===== src/rtl/sha256_pkg.sv =====
// sha256_pkg: shared constants, state encoding and word helpers for the
// SHA-256 message padder.
//   BLK_W / WORD_W : chunk and word widths
//   PAD_BYTE       : the 0x80 terminator byte
//   state_e        : padder FSM states
//   bswap32        : byte reversal for little-endian sources
//   pad_word       : keep the first n bytes of a word, put 0x80 at byte n
package sha256_pkg;

  localparam int         BLK_W    = 512;
  localparam int         WORD_W   = 32;
  localparam logic [7:0] PAD_BYTE = 8'h80;

  typedef enum logic [1:0] {FILL, PAD, EMIT, LEN} state_e;

  function automatic logic [31:0] bswap32(input logic [31:0] w);
    return {w[7:0], w[15:8], w[23:16], w[31:24]};
  endfunction

  // n is already clamped to 0..4; byte 0 is bits [31:24].
  function automatic logic [31:0] pad_word(input logic [31:0] data, input logic [2:0] n);
    logic [31:0] r;
    r = '0;
    for (int b = 0; b < 4; b++) begin
      if (b < int'(n))       r[31-8*b -: 8] = data[31-8*b -: 8];
      else if (b == int'(n)) r[31-8*b -: 8] = PAD_BYTE;
    end
    return r;
  endfunction

endpackage


===== src/rtl/sha256_msg_padder.sv =====
// sha256_msg_padder: applies SHA-256 padding (0x80, zero fill, 64-bit bit
// length) to a stream of 32-bit big-endian words and emits 512-bit chunks.
//
// Ports:
//   clock, reset           : rising-edge clock, async active-high reset
//   in_valid/in_ready      : word handshake
//   in_data, in_last       : message word, final-word marker
//   in_nbytes              : valid bytes in the final word (>4 means 4)
//   blk_valid/blk_ready    : chunk handshake
//   blk_data, blk_last     : chunk (word 0 in [511:480]), final-chunk marker
//
// Build option: define SHA_PAD_BYTESWAP_EN to byte-reverse each word on
// capture (little-endian source). Chunk layout is unchanged either way.
module sha256_msg_padder
  import sha256_pkg::*;
#(
  parameter int LEN_W = 64
) (
  input  logic             clock,
  input  logic             reset,
  input  logic             in_valid,
  output logic             in_ready,
  input  logic [31:0]      in_data,
  input  logic             in_last,
  input  logic [2:0]       in_nbytes,
  output logic             blk_valid,
  input  logic             blk_ready,
  output logic [BLK_W-1:0] blk_data,
  output logic             blk_last
);

  state_e                state_q, state_d;
  logic [15:0][31:0]     buf_q, buf_d;
  logic [3:0]            idx_q, idx_d;
  logic [LEN_W-1:0]      len_q, len_d;
  // Word index that holds (or must receive) the 0x80 byte; 16 means it
  // did not fit and goes to word 0 of the extra chunk.
  logic [4:0]            pad_pos_q, pad_pos_d;
  logic                  pend_q, pend_d;   // 0x80 word not yet written
  logic                  extra_q, extra_d; // length needs a second chunk
  logic                  last_q, last_d;

  logic [31:0] cap_w;
  logic [2:0]  n;
  logic [63:0] len64;

`ifdef SHA_PAD_BYTESWAP_EN
  assign cap_w = bswap32(in_data);
`else
  assign cap_w = in_data;
`endif

  assign n     = (in_nbytes > 3'd4) ? 3'd4 : in_nbytes;
  assign len64 = 64'(len_q);

  always_comb begin
    state_d   = state_q;
    buf_d     = buf_q;
    idx_d     = idx_q;
    len_d     = len_q;
    pad_pos_d = pad_pos_q;
    pend_d    = pend_q;
    extra_d   = extra_q;
    last_d    = last_q;
    case (state_q)
      FILL: begin
        if (in_valid) begin
          if (!in_last) begin
            buf_d[idx_q] = cap_w;
            len_d        = len_q + LEN_W'(32);
            idx_d        = idx_q + 4'd1;
            if (idx_q == 4'd15) begin
              state_d = EMIT;
              last_d  = 1'b0;
            end
          end else begin
            len_d = len_q + LEN_W'({n, 3'b000});
            if (n != 3'd0) buf_d[idx_q] = pad_word(cap_w, n);
            // A full last word (n=4) or an empty one (n=0) leaves the
            // 0x80 to be written as a separate word in PAD.
            pend_d    = (n == 3'd0) || (n == 3'd4);
            pad_pos_d = (n == 3'd4) ? {1'b0, idx_q} + 5'd1 : {1'b0, idx_q};
            state_d   = PAD;
          end
        end
      end
      PAD: begin
        if (pend_q && !pad_pos_q[4]) begin
          buf_d[pad_pos_q[3:0]] = 32'h8000_0000;
          pend_d                = 1'b0;
        end
        if (pad_pos_q <= 5'd13) begin
          buf_d[14] = len64[63:32];
          buf_d[15] = len64[31:0];
          last_d    = 1'b1;
        end else begin
          extra_d = 1'b1;
          last_d  = 1'b0;
        end
        state_d = EMIT;
      end
      EMIT: begin
        if (blk_ready) begin
          buf_d  = '0;
          idx_d  = 4'd0;
          last_d = 1'b0;
          if (extra_q) begin
            extra_d = 1'b0;
            state_d = LEN;
          end else begin
            if (last_q) len_d = '0;
            state_d = FILL;
          end
        end
      end
      LEN: begin
        if (pend_q) begin
          buf_d[0] = 32'h8000_0000;
          pend_d   = 1'b0;
        end
        buf_d[14] = len64[63:32];
        buf_d[15] = len64[31:0];
        last_d    = 1'b1;
        state_d   = EMIT;
      end
      default: state_d = FILL;
    endcase
  end

  always_ff @(posedge clock or posedge reset) begin
    if (reset) begin
      state_q   <= FILL;
      buf_q     <= '0;
      idx_q     <= '0;
      len_q     <= '0;
      pad_pos_q <= '0;
      pend_q    <= 1'b0;
      extra_q   <= 1'b0;
      last_q    <= 1'b0;
    end else begin
      state_q   <= state_d;
      buf_q     <= buf_d;
      idx_q     <= idx_d;
      len_q     <= len_d;
      pad_pos_q <= pad_pos_d;
      pend_q    <= pend_d;
      extra_q   <= extra_d;
      last_q    <= last_d;
    end
  end

  assign in_ready  = (state_q == FILL);
  assign blk_valid = (state_q == EMIT);
  assign blk_data  = buf_q;
  assign blk_last  = last_q;

endmodule


===== config.mk =====
export PLATFORM = sky130hd
export DESIGN_NAME = sha256_msg_padder
export DESIGN_NICKNAME = d
export VERILOG_FILES = /design/src/rtl/sha256_pkg.sv /design/src/rtl/sha256_msg_padder.sv
export SDC_FILE = /design/constraint.sdc
export NUM_CORES = 1
export LEC_CHECK = 0
export ABC_AREA = 1
export BUFFER_PORTS_ARGS = -buffer_cell sky130_fd_sc_hd__buf_4
export CAP_MARGIN = 20
export CORE_MARGIN = 5
export CORE_UTILIZATION = 50
export DETAILED_ROUTE_END_ITERATION = 7
export PLACE_DENSITY_LB_ADDON = 0.15
export SLEW_MARGIN = 20
export SYNTH_ARGS = -nofsm -noshare
export SYNTH_HDL_FRONTEND = slang
export SYNTH_SLANG_ARGS = --single-unit

===== constraint.sdc =====
create_clock -name clock -period 21.6 [get_ports clock]
set_input_delay 4.32 -clock clock [delete_from_list [all_inputs] [get_ports clock]]
set_output_delay 4.32 -clock clock [all_outputs]
set_load 0.02 [all_outputs]

==> metrics <==
status completed; TritonCTS Buffers 61; Clock Path Buffers 3; Slowest-stage cell, CP buf_4; Slew HR around a quarter; via count of the first global-routing pass 23400; Top FF cell, synth dfrtp_1; post-CTS sizing 0; detailed-route via count between 20000 and 30000; H-tree depth 2; CTS sink count around 590; final wirelength around 100 mm; area delta synth->final 25.0%; layout cells sized above 1 19.5%; final core occ roughly 63%; Area contributors post-synth dfrtp_1 (55%), nand2_1 (24%), nor2_1 (3.5%), inv_1 (2.7%), nand3_1 (2.4%); sequential fraction of the synthesis area about 55%; first-pass GRT wire length 152 mm; CP max stage delay roughly 790 ps; Worst setup EP type asynchronous set/reset pin; initial antenna violation count 2; Final min period 6630 ps; worst slew pin tran approximately 1100 ps; Starting Density between 50% and 60%; YS warnings 0; post-synthesis cell count about 3400; RSZ-0062 raised after global routing false; required time worst endpoint 22390 ps; Synth Cell Area about 27000 um2; # port buffers between 500 and 600; Hold Buf Count CTS 0; Crit Path Max Fanout 92; Ports between 500 and 600; TNS Setup 0 ps; post-route ant nets 0; DR DRC count 0; Post-synth EDFFs 0; critical path arrival around 7400 ps; asr flop ratio synth 100%; CTS clk-pin slew, worst paths around 60 ps; final hold vios 0; cell chain of the critical path buf_4 -> inv_8 -> buf_4 -> buf_4 -> buf_4 -> buf_16; maxcap violations 0; DRT iter0 DRCs around 2400; CTS tree built; most frequent CP cell buf_4; Final Slew Violations 0; Fillers 4676; largest net degree at the start of global routing 93; Syn Area/Cell 7.85 um2; Final Cycle Share between 30% and 40%; clk root buf clkbuf_16; Global Route Usage Sum 34.7%; Leakage about 0.019 uW; row count 84; power per cell area between 100 and 150 nW/um2; fmax approximately 0.15 GHz; syn nets 3447; Skew-Pair Late Insertion Delay about 630 ps; Max VDD drop ~110 uV; startpoint types input port; Die Wd 241 um; gpl congestion around 1.0; Seq cells post-synth around 590; cell taking the most area after synthesis dfrtp_1; Final HPWL DP 74.6 mm; # setup viols final 0; post-DR vias/cell roughly 5.4; DR WL/cell between 20 and 25 um; Synth cell types between 40 and 50; area of the core approximately 53000 um2; Synth top area share 55.1%; fin nets 3949; DIE AREA ~58000 um2; Detailed Routing Iterations Pass 1 6; Congestion Overflow GR 0; setup bufs post-CTS 0; worst clock skew around 19 ps; Hold Path Class flop to flop; Worst Setup Path Type input port to asynchronous set/reset pin; Die Span Y roughly 240 um
[routing by layer]
metal	wire [um]	up-vias	GRT usage, %
li1	-	11500	-
met1	40900	12100	48.0
met2	47600	1255	54.8
met3	11400	225	8.97
met4	3780	4	10.5
met5	27	-	0
[report_power, final]
| group | total [uW] | switching, uW | internal [uW] |
|---|---|---|---|
| Combinational | 1950 | 1390 | 552 |
| Clock | 1030 | 449 | 584 |
| Sequential | 1530 | 186 | 1340 |
[per-stage QoR]
step | instances | instance area [um2] | hold WS (ps) | total power, uW | setup WS, ps
final | 4627 | 33300 | 470 | 4500 | 14970
after global routing | 4626 | 33300 | 488 | 4710 | 14550
after CTS | 4620 | 33100 | 474 | 4440 | 14580
after detailed placement | 4515 | 31200 | 459 | 3410 | 13920
after global placement | 4515 | 31200 | 455 | 3390 | 13940
after floorplan | 3394 | 26600 | 476 | 2650 | 854
[critical path, delay by kind of cell]
family,cells,cell delay (ps)
buffers and inverters,6,2830
[cells by family (layout without fill, tap and decap cells)]
family | after synthesis | in the layout | share of synthesized area, %
fa+ha+maj | 13 | 13 | 0.639
flops | 587 | 587 | 55.1
buf+inv | 369 | 913 | 6.29
simple gates | 2183 | 2183 | 32.7
compound gates | 238 | 238 | 5.07
xor+xnor | 4 | 4 | 0.132
other cells | 0 | 1 | 0
[placed cells by master, fill, tap and decap left out, drive strengths merged]
master / n
o21ai: 142
and2: 1
buf: 606
fa: 1
o31ai: 1
or2: 1
nand3b: 2
ha: 12
clkinvlp: 4
nor4: 2
clkinv: 8
o32ai: 2
dfrtp: 587
bufinv: 2
a41oi: 1
inv: 201
o211ai: 4
xnor2: 1
a21oi: 52
xor2: 3
diode: 1
nand4: 21
a31oi: 4
nand3: 129
o21bai: 1
nor3: 32
nor2: 263
o22ai: 29
nand2: 1732
a22oi: 1
a22o: 1
clkbuf: 92
[final timing paths]
path | start | to | slack [ps] | depth (start not counted)
worst max-delay path | reset | blk_data[371] | 14970 | 6
max in group clock | state_q[0] | blk_valid | 15330 | 3
worst min-delay path | blk_data[266] | blk_data[266] | 470 | 2
worst min register to register | blk_data[266] | blk_data[266] | 470 | 2
min in group asynchronous | reset | blk_data[80] | 3760 | 2
worst max register to register | state_q[0] | blk_data[112] | 18370 | 7
[flip-flops by register name, summed over array words and instances, names as in the netlist]
name / cells
blk_data: 512
pad_pos_q: 5
blk_last: 1
state_q: 2
idx_q: 4
extra_q: 1
len64: 61
pend_q: 1
[area by class of cell]
cell class              instances  area (um2)  share of cell area, %
flip-flops and latches        587       14700                   44.1
multi-input cells            2438       10400                   31.3
repair buffers                606        4660                   14.0
clock buffers                  92        1760                   5.29
diodes                          1        2.50                0.00751
inverters                     202         768                   2.31
clock inverters                13         148                  0.443
well taps                     688         861                   2.59
[Yosys cell counts (all sizes together) (2+ instances only)]
cell type	n
nor2	263
o22ai	29
o21ai	142
ha	12
o32ai	2
nor3	32
a21oi	52
nand2	1732
clkinv	2
nand4	21
a31oi	4
dfrtp	587
o211ai	4
inv	200
buf	121
nand3b	2
xor2	3
nand3	129
nor4	2
clkbuf	46
(Power assumes the default switching activity.)
